## src/rtl/regfile_wb_arbiter_pkg.sv

```systemverilog
// Shared types and default parameters for the register-file write-back arbiter.
package regfile_wb_arbiter_pkg;

  // Types
  localparam int REG_ID_W = 5;
  localparam int OP_W     = 32;
  localparam int NUM_REGS = 1 << REG_ID_W;

  typedef logic [REG_ID_W-1:0] reg_id_t;
  typedef logic [OP_W-1:0]     op_t;

  // Parameters
  localparam int STARVE_LIMIT_DEFAULT = 3;

endpackage

```

## src/rtl/regfile_wb_arbiter_if.sv

```systemverilog
// Valid/ready result channel from one producer into the write-back arbiter.
interface regfile_wb_arbiter_if;
  import regfile_wb_arbiter_pkg::*;

  logic    valid;
  logic    ready;
  reg_id_t id;
  op_t     data;

  // Producer side: offers a result and waits for ready.
  modport master (output valid, output id, output data, input ready);
  // Arbiter side: accepts a result when it raises ready.
  modport slave  (input valid, input id, input data, output ready);

endinterface

```

## src/rtl/regfile_wb_arbiter_scoreboard.sv

```systemverilog
// Per-register busy bits tracking writes that have been issued but not yet
// written back, plus a sticky flag for double reservations.
module regfile_wb_arbiter_scoreboard
  import regfile_wb_arbiter_pkg::*;
(
  input  logic    clk,
  input  logic    rst,
  input  logic    rsv_valid,
  input  reg_id_t rsv_id,
  input  logic    clr_valid,
  input  reg_id_t clr_id,
  input  reg_id_t chk1_id,
  input  reg_id_t chk2_id,
  output logic    chk1_busy,
  output logic    chk2_busy,
  output logic    rsv_conflict
);

  // Register 0 never has a flop; its busy bit is tied low.
  logic [NUM_REGS-1:1] busy_q, busy_d;
  logic [NUM_REGS-1:1] set_hit, clr_hit;
  logic [NUM_REGS-1:0] busy_vec;
  logic                conflict_q, conflict_d;

  genvar gi;
  generate
    for (gi = 1; gi < NUM_REGS; gi++) begin : g_bit
      assign set_hit[gi] = rsv_valid && (rsv_id == reg_id_t'(gi));
      assign clr_hit[gi] = clr_valid && (clr_id == reg_id_t'(gi));
    end
  endgenerate

  // Set beats clear: a same-cycle reservation belongs to a younger instruction.
  always_comb begin
    busy_d     = (busy_q & ~clr_hit) | set_hit;
    conflict_d = conflict_q | (|(set_hit & busy_q & ~clr_hit));
  end

  // Busy vector and sticky conflict flag.
  always_ff @(posedge clk) begin
    if (rst) begin
      busy_q     <= '0;
      conflict_q <= 1'b0;
    end else begin
      busy_q     <= busy_d;
      conflict_q <= conflict_d;
    end
  end

  assign busy_vec     = {busy_q, 1'b0};
  assign chk1_busy    = busy_vec[chk1_id];
  assign chk2_busy    = busy_vec[chk2_id];
  assign rsv_conflict = conflict_q;

endmodule

```

## src/rtl/regfile_wb_arbiter.sv

```systemverilog
// Write-back arbiter for the register file's single write port: ALU has
// priority over the MDU, with an age counter that stops the MDU starving.
module regfile_wb_arbiter
  import regfile_wb_arbiter_pkg::*;
#(
  parameter int STARVE_LIMIT = STARVE_LIMIT_DEFAULT
) (
  input  logic                 clk,
  input  logic                 rst,
  regfile_wb_arbiter_if.slave  alu,
  regfile_wb_arbiter_if.slave  mdu,
  input  logic                 rsv_valid,
  input  reg_id_t              rsv_id,
  input  reg_id_t              chk1_id,
  input  reg_id_t              chk2_id,
  output logic                 chk1_busy,
  output logic                 chk2_busy,
  output logic                 wr_en,
  output reg_id_t              wr_id,
  output op_t                  wr_data,
  output logic                 rsv_conflict
);

  localparam int                AGE_W   = $clog2(STARVE_LIMIT + 1);
  localparam logic [AGE_W-1:0]  AGE_MAX = AGE_W'(STARVE_LIMIT);

  logic [AGE_W-1:0] age_q, age_d;
  logic             wr_en_q, wr_en_d;
  reg_id_t          wr_id_q, wr_id_d;
  op_t              wr_data_q, wr_data_d;

  logic             mdu_aged;
  logic             grant_alu, grant_mdu, win_valid;
  reg_id_t          win_id;
  op_t              win_data;

  assign mdu_aged  = (age_q == AGE_MAX);
  assign grant_alu = alu.valid && !(mdu.valid && mdu_aged);
  assign grant_mdu = mdu.valid && (!alu.valid || mdu_aged);
  assign win_valid = grant_alu || grant_mdu;
  assign win_id    = grant_mdu ? mdu.id   : alu.id;
  assign win_data  = grant_mdu ? mdu.data : alu.data;

  assign alu.ready = grant_alu;
  assign mdu.ready = grant_mdu;

  // Age counts consecutive MDU denials; any grant or idle MDU restarts it.
  always_comb begin
    age_d = age_q;
    if (!mdu.valid || grant_mdu) begin
      age_d = '0;
    end else if (age_q != AGE_MAX) begin
      age_d = age_q + AGE_W'(1);
    end
  end

  // Write stage: register the winner; id 0 completes but never writes.
  always_comb begin
    wr_en_d   = 1'b0;
    wr_id_d   = wr_id_q;
    wr_data_d = wr_data_q;
    if (win_valid) begin
      wr_en_d   = (win_id != '0);
      wr_id_d   = win_id;
      wr_data_d = win_data;
    end
  end

  // Age counter and write-port registers.
  always_ff @(posedge clk) begin
    if (rst) begin
      age_q     <= '0;
      wr_en_q   <= 1'b0;
      wr_id_q   <= '0;
      wr_data_q <= '0;
    end else begin
      age_q     <= age_d;
      wr_en_q   <= wr_en_d;
      wr_id_q   <= wr_id_d;
      wr_data_q <= wr_data_d;
    end
  end

  assign wr_en   = wr_en_q;
  assign wr_id   = wr_id_q;
  assign wr_data = wr_data_q;

  regfile_wb_arbiter_scoreboard u_scoreboard (
    .clk          (clk),
    .rst          (rst),
    .rsv_valid    (rsv_valid),
    .rsv_id       (rsv_id),
    .clr_valid    (win_valid),
    .clr_id       (win_id),
    .chk1_id      (chk1_id),
    .chk2_id      (chk2_id),
    .chk1_busy    (chk1_busy),
    .chk2_busy    (chk2_busy),
    .rsv_conflict (rsv_conflict)
  );

endmodule
```

## src/flat_wrapper.sv

```systemverilog
// flat-port wrapper written by rule: the top's interface ports become plain ports
module regfile_wb_arbiter_flat import regfile_wb_arbiter_pkg::*;
#(
  parameter int STARVE_LIMIT = STARVE_LIMIT_DEFAULT
)
  (clk, rst, rsv_valid, rsv_id, chk1_id, chk2_id, chk1_busy, chk2_busy, wr_en, wr_id, wr_data, rsv_conflict, alu_valid, alu_id, alu_data, alu_ready, mdu_valid, mdu_id, mdu_data, mdu_ready);
  regfile_wb_arbiter_if alu_i ();
  regfile_wb_arbiter_if mdu_i ();
  input  logic clk;
  input  logic rst;
  input  logic rsv_valid;
  input  reg_id_t rsv_id;
  input  reg_id_t chk1_id;
  input  reg_id_t chk2_id;
  output logic chk1_busy;
  output logic chk2_busy;
  output logic wr_en;
  output reg_id_t wr_id;
  output op_t wr_data;
  output logic rsv_conflict;
  input wire logic [$bits(alu_i.valid)-1:0] alu_valid;
  input wire logic [$bits(alu_i.id)-1:0] alu_id;
  input wire logic [$bits(alu_i.data)-1:0] alu_data;
  output wire logic [$bits(alu_i.ready)-1:0] alu_ready;
  input wire logic [$bits(mdu_i.valid)-1:0] mdu_valid;
  input wire logic [$bits(mdu_i.id)-1:0] mdu_id;
  input wire logic [$bits(mdu_i.data)-1:0] mdu_data;
  output wire logic [$bits(mdu_i.ready)-1:0] mdu_ready;
  assign alu_i.valid = alu_valid;
  assign alu_i.id = alu_id;
  assign alu_i.data = alu_data;
  assign alu_ready = alu_i.ready;
  assign mdu_i.valid = mdu_valid;
  assign mdu_i.id = mdu_id;
  assign mdu_i.data = mdu_data;
  assign mdu_ready = mdu_i.ready;
  regfile_wb_arbiter #(.STARVE_LIMIT(STARVE_LIMIT)) u_core (.clk(clk), .rst(rst), .alu(alu_i), .mdu(mdu_i), .rsv_valid(rsv_valid), .rsv_id(rsv_id), .chk1_id(chk1_id), .chk2_id(chk2_id), .chk1_busy(chk1_busy), .chk2_busy(chk2_busy), .wr_en(wr_en), .wr_id(wr_id), .wr_data(wr_data), .rsv_conflict(rsv_conflict));
endmodule
```

## config.mk

```make
export PLATFORM = sky130hd
export DESIGN_NAME = regfile_wb_arbiter_flat
export DESIGN_NICKNAME = d
export VERILOG_FILES = /design/src/rtl/regfile_wb_arbiter_pkg.sv /design/src/rtl/regfile_wb_arbiter_if.sv /design/src/rtl/regfile_wb_arbiter_scoreboard.sv /design/src/rtl/regfile_wb_arbiter.sv /design/src/flat_wrapper.sv
export SDC_FILE = /design/constraint.sdc
export NUM_CORES = 1
export LEC_CHECK = 0
export ABC_CLOCK_PERIOD_IN_PS = 6800
export BUFFER_PORTS_ARGS = -buffer_cell sky130_fd_sc_hd__buf_4
export CAP_MARGIN = 5
export CORE_UTILIZATION = 30
export DETAILED_ROUTE_END_ITERATION = 10
export PLACE_DENSITY = 0.58
export SYNTH_ARGS = -nofsm -noshare
export SYNTH_HDL_FRONTEND = slang
export SYNTH_SLANG_ARGS = --single-unit
```

## constraint.sdc

```tcl
create_clock -name clk -period 6.8 [get_ports clk]
set_clock_uncertainty 0.2 [all_clocks]
set_input_delay 0 -clock clk [delete_from_list [all_inputs] [get_ports clk]]
set_output_delay 0 -clock clk [all_outputs]
set_load 0.005 [all_outputs]
```

Word level (Yosys, flattened, before mapping):

Cells that the tools add are included.

* bits in registers: 72
* bits of input ports: 94
* word-level logic and storage cells: 161

* reductions and logical operators: 75
* $lt $le $gt $ge: 2
* add/subtract/negate cells: 1
* muxes and demuxes: 6
* eq/ne operators: 64
* bitwise gates (word level): 7

Operators with widths (count)
* $eq A5 B5 Y1 const B: 32
* $and A31 B31 Y31: 3
* $eq A5 B4 Y1 const B: 16
* $logic_and A1 B1 Y1: 65
* $eq A5 B3 Y1 const B: 8
* $mux W32: 1
* $not A31 Y31: 1
* $or A31 B31 Y31: 1
* $reduce_or A31 Y1: 1
* $eq A5 B2 Y1 const B: 4
* $lt A5 B6 Y1 const B: 2
* $bmux W1 S5: 2
* $eq A5 B1 Y1 const B: 2
* $mux W5: 1
* $reduce_bool A5 Y1: 1
* $reduce_or A2 Y1: 2
* $logic_not A1 Y1: 3
* $logic_or A1 B1 Y1: 3
* $add A2 B1 Y2 const B: 1
* $eq A2 B2 Y1 const B: 1
* $mux W1: 2
* $ne A2 B2 Y1 const B: 1
* $not A1 Y1: 1
* $or A1 B1 Y1: 1

Longest topological paths before layout:

Gate-level depths: netlist of the first run.

* depth after elaboration: 10
* mapped depth: 11

By module:

Synthesis of the first run repeated with hierarchy kept, for this count alone.

* cells, all modules: 469
* area total of the unflattened synthesis: 4430.5 µm²

Modules (own cells, without submodules)
* regfile_wb_arbiter: cells each 237, times used 1, area each 2298.5 µm²
* regfile_wb_arbiter_scoreboard: cells each 232, times used 1, area each 2132.0 µm²

Least setup slack after synthesis of the first run:

OpenSTA, ideal clock, no wires.

* kind: register -> register
* start point: register u_core.age_q[0]
* end point: register u_core.u_scoreboard.conflict_q, in the netlist u_core.u_scoreboard.rsv_conflict
* setup time: 0.138 ns
* stages on the path, launching flop included: 11
* slack: 4.380 ns
* clock period less this slack: 2.420 ns
* arrival time: 2.082 ns
* cells stage by stage: dfxtp_1 > ha_1 > nand2b_1 > buf_4 > buf_6 > a2111oi_2 > a31oi_1 > o21ai_1 > o22ai_1 > a2111oi_2 > a31oi_1

* word-level cells in the longest chain between the ends: 10
* elaborated cells on any way between the ends: 74
* those cells by class: eq/ne (32); mux (1); bitwise (3); reduce/logical (38)

Ends and longest elaborated chain
* from (decl): RTL line regfile_wb_arbiter.sv:27 `logic [AGE_W-1:0] age_q, age_d;`
* from (signal assigned): RTL line regfile_wb_arbiter.sv:77 `age_q <= age_d;`
* $eq A2 B2 Y1 (*): RTL line regfile_wb_arbiter.sv:37 `assign mdu_aged = (age_q == AGE_MAX);`
* $logic_or A1 B1 Y1 / $logic_and A1 B1 Y1 (equally long branches): RTL line regfile_wb_arbiter.sv:39, regfile_wb_arbiter.sv:38
* $logic_and A1 B1 Y1 / $logic_not A1 Y1 (equally long branches): RTL line regfile_wb_arbiter.sv:39, regfile_wb_arbiter.sv:38
* $mux W5 / $logic_and A1 B1 Y1 (equally long branches): RTL line regfile_wb_arbiter.sv:41, regfile_wb_arbiter.sv:38
* $eq A5 B1 Y1 (tied with other cells): RTL line regfile_wb_arbiter_scoreboard.sv:29 `assign clr_hit[gi] = clr_valid && (clr_id == reg_id_t'(gi));`
* $logic_and A1 B1 Y1: RTL line regfile_wb_arbiter_scoreboard.sv:29
* $not A31 Y31 (*): RTL line regfile_wb_arbiter_scoreboard.sv:36 `conflict_d = conflict_q | (|(set_hit & busy_q & ~clr_hit));`
* $and A31 B31 Y31 (*): RTL line regfile_wb_arbiter_scoreboard.sv:36
* $reduce_or A31 Y1 (*): RTL line regfile_wb_arbiter_scoreboard.sv:36
* $or A1 B1 Y1 (*): RTL line regfile_wb_arbiter_scoreboard.sv:36
* to (signal assigned): RTL line regfile_wb_arbiter_scoreboard.sv:46 `conflict_q <= conflict_d;`
* to (decl): RTL line regfile_wb_arbiter_scoreboard.sv:23 `logic conflict_q, conflict_d;`

Every way passes the cells marked *; elsewhere a longest branch is shown, timed or not.
A chain may end at the register's enable or synchronous reset.

Worst setup path in the final report of the first run:

Same ends and word-level chain as after synthesis.

==> impl_metrics.toml, run 1 <==
[setup_path]
start_kind = "flop"
cpLargestDelayFamily = "compound AO/OA/AOI/OAI gates"
cp_slowest_cell = "nand2b_1"
worstSetupEndpointType = "flop"
worst-path-buf-inv = 1
crit_required_ns = 6.80
critPathKind = "flop to flop"
critPathMaxStageDelay_ns = 0.82
arrival_ns = 3.71
path_cells = "ha_1 > nand2b_1 > nand2_8 > inv_2 > a22oi_1 > o21ai_0 > o22ai_1 > a2111oi_0 > a31oi_1"
cp_max_fo = 37

[die]
die-area_mm2 = 0.0144
die_w_um = 120
initial_utilization_pct = 31.2
rows = 42
boundaryPins = 137
die_y_um = 120
core_mm2 = 0.0134

[clocking]
cts-root-buf = "clkbuf_16"
path_clk_slew_ns = 0.06
cts_hold_buf = 86
postCtsResizedCells = 0
htree_levels = 3
cts_made_buffers = 9
tritoncts = "yes"
post-cts-setup-buffer-count = 0
cts_sinks = 72
clk_path_buf_depth = 2
clkLatencyLatePin_ns = 0.33

[synthesis]
synth_cell_types = 51
synth_area_per_cell_um2 = 8.77
synthSimpleGateAreaFrac_pct = 18.9
synth_top_family_by_area = "compound AO/OA/AOI/OAI gates"
synth_enable_flop_cells = 0
yosys_warnings = 0
synthCells = 477
synth.area.mux_share_pct = 19.6
ys_seq_elements = 72
synth_seq_area_share_pct = 34.4
synthesis.nets = 572
async_reset_ff_share_pct = 0
synth_area_mm2 = 0.00418
synthXorXnorAreaFrac_pct = 0
yosys-top-cells-area = "dfxtp_1, mux4_2, mux2i_1, o21ai_0, nand2_1"
synth-adder-area-share_pct = 0.299
ys.flop_type = "dfxtp_1"
synth_top_cell_by_area = "dfxtp_1"
synth_compound_area_share_pct = 22.7
synth_top_area_share_pct = 34.4

[routing]
first_pass_iters = 5
dr_total_vias = 4652
drt_wl_total_mm = 15.2
via_per_inst = 5.39
wl_per_cell_um = 17.6
drt_iter0_markers = 391
antenna_left = 0
drcViolationCount = 0

[timing]
rsz0062_at_grt = "false"
fin_crit_sh_pct = 54.6
relSlewSlack_pct = 30.7
hold_violations = 0
finalSetupViolCount = 0
worstMarginPinSlew_ns = 1.04
totalNegativeSetupSlack_ns = 0
fmax_mhz = 269
period_minus_slack_ns = 3.71
maxSlewViolCount = 0

[flow_run]
maxCapViolations = 0

[place]
io_buffer_count = 136
dp_hpwl_mm = 10.7
post_dp_cell_area_mm2 = 0.00532
place.gp.congestion = 0.960

[grt]
grt_overflow = 0
antenna_found_initial = 0
first_global_vias = 4645
globalRouteTotalUtil_pct = 21.5
grt_first_pass_wirelength_mm = 24.2
grt_max_degree = 38

[finish]
design_area_mm2 = 0.00646
fin_nets = 777
area_growth_pct = 54.5
antenna_cells = 0
fillers = 1251
layout-drive-gt1-share_pct = 27.5

[status]
status = "complete, no violations"

[power]
powerDensity_mw_per_mm2 = 178
leakagePower_nw = 2.65
max-vdd-ir-drop_v = 0.000100

[worst_hold_path]
holdCritPathClass = "primary input to flop"
## tightest hold or removal path, delay by kind of cell
| kind | cells | cell delay, ns |
|---|---|---|
| AOI/OAI and AO/OA | 3 | 0.33 |
| buffers and inverters | 1 | 0.14 |
| and+or+nand+nor | 1 | 0.08 |
## through the flow
step           hold WS, ns  utilization [%]  power [W]  std cells  setup WS, ns
2_1_floorplan       -0.139                -   0.000547        477          4.38
6_report            0.0470             48.2    0.00115        863          3.09
3_5_place_dp        0.0874             39.7   0.000645        761          3.17
4_1_cts             0.0357             48.2    0.00115        863          3.16
3_3_place_gp        0.0694             39.7   0.000643        761          3.29
5_1_grt              0.102             48.2    0.00120        863          2.87
## cell families (layout without fill, tap and decap cells)
group,Yosys count,in the layout
DFF,72,72
buffers and inverters,38,248
adders and majority gates,1,1
muxes,59,59
and+or+nand+nor,163,163
AOI/OAI and AO/OA,144,144
## registers in the layout, indices dropped and copies added, names as in the netlist
name                              count
u_core.age_q                          2
u_core.u_scoreboard.busy_q           31
u_core.u_scoreboard.rsv_conflict      1
u_core.wr_data                       32
u_core.wr_en                          1
u_core.wr_id                          5
## area by class of cell
| class | count | area (µm²) | share of cell area [%] |
|---|---|---|---|
| well taps | 176 | 220 | 3.41 |
| clock inverters | 6 | 60.1 | 0.929 |
| repair buffers | 225 | 1900 | 29.5 |
| flip-flops and latches | 72 | 1440 | 22.3 |
| multi-input cells | 367 | 2580 | 40.0 |
| inverters | 7 | 26.3 | 0.406 |
| clock buffers | 10 | 229 | 3.54 |
## worst paths after layout
path / start / endpoint / slack (ns) / depth (start not counted)
hold / removal: alu_id[0] / u_core.u_scoreboard.busy_q[28] / 0.05 / 5
setup / recovery: u_core.age_q[0] / u_core.u_scoreboard.rsv_conflict / 3.09 / 9
setup reg to reg: u_core.age_q[0] / u_core.u_scoreboard.rsv_conflict / 3.09 / 9
hold reg to reg: u_core.age_q[0] / u_core.age_q[0] / 0.24 / 1
## metal layers
metal  wire length (µm)  part of all wire, %  up-vias  GRT usage (%)
met3               1240                  8.1       31           5.47
met4                305                  2.0        0           7.03
met5                  0                    0        -              0
li1                   -                    -     2209              -
met1               6380                   42     2177           26.6
met2               7300                   48      235           36.4
## cell usage in the layout, fill, tap and decap left out, types with 3 or more instances in the layout
cell           synthesis  layout
nand2b_1               9       9
a41oi_1                6       6
a211oi_1               9       9
nor3_1                 6       5
o21ai_0               57      57
dlygate4sd3_1          0      86
a31oi_1                4       4
buf_4                  1     139
inv_1                  6       6
nor4b_1                3       3
and4_1                 8       8
clkinv_2               0       3
o211ai_1               3       3
clkbuf_16              0       9
nand2_1               71      71
nand3_1                8       8
mux2i_1               37      37
a21oi_1               17      17
nor2_1                33      33
or2_2                  3       3
nand4_1                4       4
o22ai_1                3       3
a22oi_1               23      23
nand4b_1               3       3
mux4_2                18      18
nor2b_1                7       7
a2111oi_2              4       4
dfxtp_1               72      72
o21ai_1                3       3
a2111oi_0              3       3
mux2_2                 4       4
## report_power, final
| group | leakage [nW] | internal, W | switching, W | total, W |
|---|---|---|---|---|
| sequential | 0.590 | 0.000443 | 0.0000130 | 0.000456 |
| clock | 0.138 | 0.000282 | 0.000179 | 0.000461 |
| combinational | 1.92 | 0.000130 | 0.000102 | 0.000232 |
| total | 2.65 | 0.000854 | 0.000293 | 0.00115 |
## synth_stat cells (5+ instances only)
master / instances
clkbuf_1: 21
mux2i_1: 37
nor3_1: 6
inv_1: 6
a22oi_1: 23
o21ai_0: 57
a21oi_1: 17
mux4_2: 18
a41oi_1: 6
dfxtp_1: 72
nor2b_1: 7
a211oi_1: 9
nand2_1: 71
nand3_1: 8
nand2b_1: 9
nor2_1: 33
and4_1: 8
buf_2: 5
(Power assumes the default switching activity.)
==> inputs of run 2 (changes only) <==
--- a/config.mk
+++ b/config.mk
@@ -5,12 +5,12 @@
 export SDC_FILE = /design/constraint.sdc
 export NUM_CORES = 1
 export LEC_CHECK = 0
-export ABC_CLOCK_PERIOD_IN_PS = 6800
+export ABC_CLOCK_PERIOD_IN_PS = 3100
 export BUFFER_PORTS_ARGS = -buffer_cell sky130_fd_sc_hd__buf_4
 export CAP_MARGIN = 5
 export CORE_UTILIZATION = 30
 export DETAILED_ROUTE_END_ITERATION = 10
-export PLACE_DENSITY = 0.58
+export PLACE_DENSITY = 0.6
 export SYNTH_ARGS = -nofsm -noshare
 export SYNTH_HDL_FRONTEND = slang
 export SYNTH_SLANG_ARGS = --single-unit
==> constraint.sdc (replaced) <==
create_clock -name clk -period 3.1 [get_ports clk]
set_clock_uncertainty 0.2 [all_clocks]
set_input_delay 0 -clock clk [delete_from_list [all_inputs] [get_ports clk]]
set_output_delay 0 -clock clk [all_outputs]
set_load 0.005 [all_outputs]
==> run 2 against run 1 <==
Effect of this change: clock power up 140%; combinational power is 120% higher; core utilization grew 0.63 points; worst hold slack got worse by 0.0019 ns; sequential power is 120% higher; final cell count grew 0.70%; routed wire length about the same; total power is 130% higher; register-to-register slack got worse by 2.9 ns; setup slack got worse by 2.9 ns; non-clock buffer count is 6 higher; final area rose by 1.3%; critical path type unchanged; largest cell class unchanged; largest power group unchanged.
==> impl_metrics.toml, run 2 (synthesized netlist as in run 1, its figures left out) <==
[die]
initial_utilization_pct = 31.2
die_w_um = 120
die_y_um = 120
core_mm2 = 0.0134
die-area_mm2 = 0.0144
rows = 42
boundaryPins = 137

[place]
dp.cells = 766
place.gp.congestion = 0.881
dp_hpwl_mm = 10.4
io_buffer_count = 136

[timing]
fin_crit_sh_pct = 92.8
rsz0062_at_grt = "false"
period_minus_slack_ns = 2.88
totalNegativeSetupSlack_ns = 0
finalSetupViolCount = 0
relSlewSlack_pct = 51.9
hold_violations = 0
worstMarginPinSlew_ns = 0.719
maxSlewViolCount = 0
fmax_mhz = 348

[routing]
first_pass_iters = 5
dr_total_vias = 4742
drt_iter0_markers = 295
wl_per_cell_um = 17.5
drcViolationCount = 0
antenna_left = 0
drt_wl_total_mm = 15.2
via_per_inst = 5.46

[setup_path]
critPathKind = "flop to flop"
reg2reg_to = "u_core.u_scoreboard.rsv_conflict"
crit_required_ns = 3.10
reg2reg_depth = 9
cp_max_fo = 20
worstSetupEndpointType = "flop"
r2r_start = "u_core.age_q[0]"
r2r_slack_ns = 0.22
start_kind = "flop"
arrival_ns = 2.87

[clocking]
cts-root-buf = "clkbuf_16"
clk_path_buf_depth = 2
cts_sinks = 72
cts_made_buffers = 9
path_clk_slew_ns = 0.06
htree_levels = 3
clkLatencyLatePin_ns = 0.33
post-cts-setup-buffer-count = 0
tritoncts = "yes"

[finish]
multi_input_area_mm2 = 0.00259
final_util_pct = 48.9
register_area_mm2 = 0.00144
stdcell_count = 869
largest_reg_flops = 32
final_common_cell = "buf_4"
area_growth_pct = 56.5
antenna_cells = 0
layout-drive-gt1-share_pct = 28.3
fillers = 1210
fin_nets = 783
layout_common_cells = "buf_4, dlygate4sd3_1, dfxtp_1, nand2_1, o21ai_0"

[grt]
antenna_found_initial = 0
grt_overflow = 0
first_global_vias = 4888
grt_first_pass_wirelength_mm = 24.7
grt_max_degree = 38
globalRouteTotalUtil_pct = 22.0

[power]
powerDensity_mw_per_mm2 = 402
switchingPower_w = 0.000653
leakagePower_nw = 2.70
seqPwrFrac_pct = 37.9
swShare_pct = 24.8
p_clk_share_pct = 42.4
combPwrFrac_pct = 19.6
internal_power_w = 0.00198
max-vdd-ir-drop_v = 0.000262

[worst_hold_path]
min_to = "u_core.u_scoreboard.busy_q[28]"
holdCritPathClass = "primary input to flop"
hold_start = "alu_id[0]"
min_path_cells = 5

[status]
status = "complete, no violations"

[flow_run]
maxCapViolations = 0
run 2: area by class of cell:
cell class	instances	area share, %
Clock inverter	6	1.26
Timing Repair Buffer	231	29.8
Multi-Input combinational cell	367	39.5
Sequential cell	72	22.0
Clock buffer	10	3.65
Tap cell	176	3.36
Inverter	7	0.401
run 2: repair_timing:
action                     in CTS  in global routing
hold endpoints to repair       72                  0
setup endpoints to repair       0                  1
gates resized for setup         0                  2
hold buffers                   87                  0
run 2: metrics by stage:
| stage | hold WS, ns | area [µm²] | total power (W) | worst slack (ns) |
|---|---|---|---|---|
| CTS | 0.0217 | 6550 | 0.00265 | 0.145 |
| floorplan | -0.139 | 4180 | 0.00120 | 0.680 |
| finish | 0.0450 | 6550 | 0.00264 | 0.224 |
| global placement | 0.0725 | 5350 | 0.00142 | 0.280 |
| global route | 0.108 | 6550 | 0.00275 | 0.0567 |
| detailed placement | 0.0833 | 5350 | 0.00142 | 0.143 |
run 2: worst max path at each step:
stage / cells past startpoint / to / startpoint / slack (ns)
after floorplan: 10 / u_core.u_scoreboard.rsv_conflict / u_core.age_q[0] / 0.68
after global placement: 9 / u_core.u_scoreboard.rsv_conflict / u_core.age_q[0] / 0.28
after detailed placement: 9 / u_core.u_scoreboard.rsv_conflict / u_core.age_q[0] / 0.14
after CTS: 9 / u_core.u_scoreboard.rsv_conflict / u_core.age_q[0] / 0.15
after global routing: 9 / u_core.u_scoreboard.rsv_conflict / u_core.age_q[0] / 0.06
final: 9 / u_core.u_scoreboard.rsv_conflict / u_core.age_q[0] / 0.22
run 2: worst max-delay path, stage by stage, from the launching register on:
cell	delay, ns
dfxtp_1	0.31
ha_1	0.23
nand2b_2	0.29
buf_4	0.25
a2111oi_0	0.40
a31oi_1	0.14
o211a_1	0.26
o41ai_1	0.33
and4_1	0.24
a31oi_1	0.09
run 2: routing by layer:
layer  vias to the layer above  part of all wire [%]  GRT usage [%]
met5                         -                     0              0
met4                         0                   3.1           10.3
met3                        43                    10           6.84
met2                       270                    46           35.2
met1                      2216                    40           26.6
li1                       2213                     -              -
run 2: power groups by stage:
stage	combinational [W]	sequential, W	clock, W
finish	0.000517	0.00100	0.00112
global route	0.000556	0.00100	0.00119
CTS	0.000504	0.000999	0.00114
detailed placement	0.000403	0.00102	0
global placement	0.000399	0.00102	0
floorplan	0.000184	0.00102	0
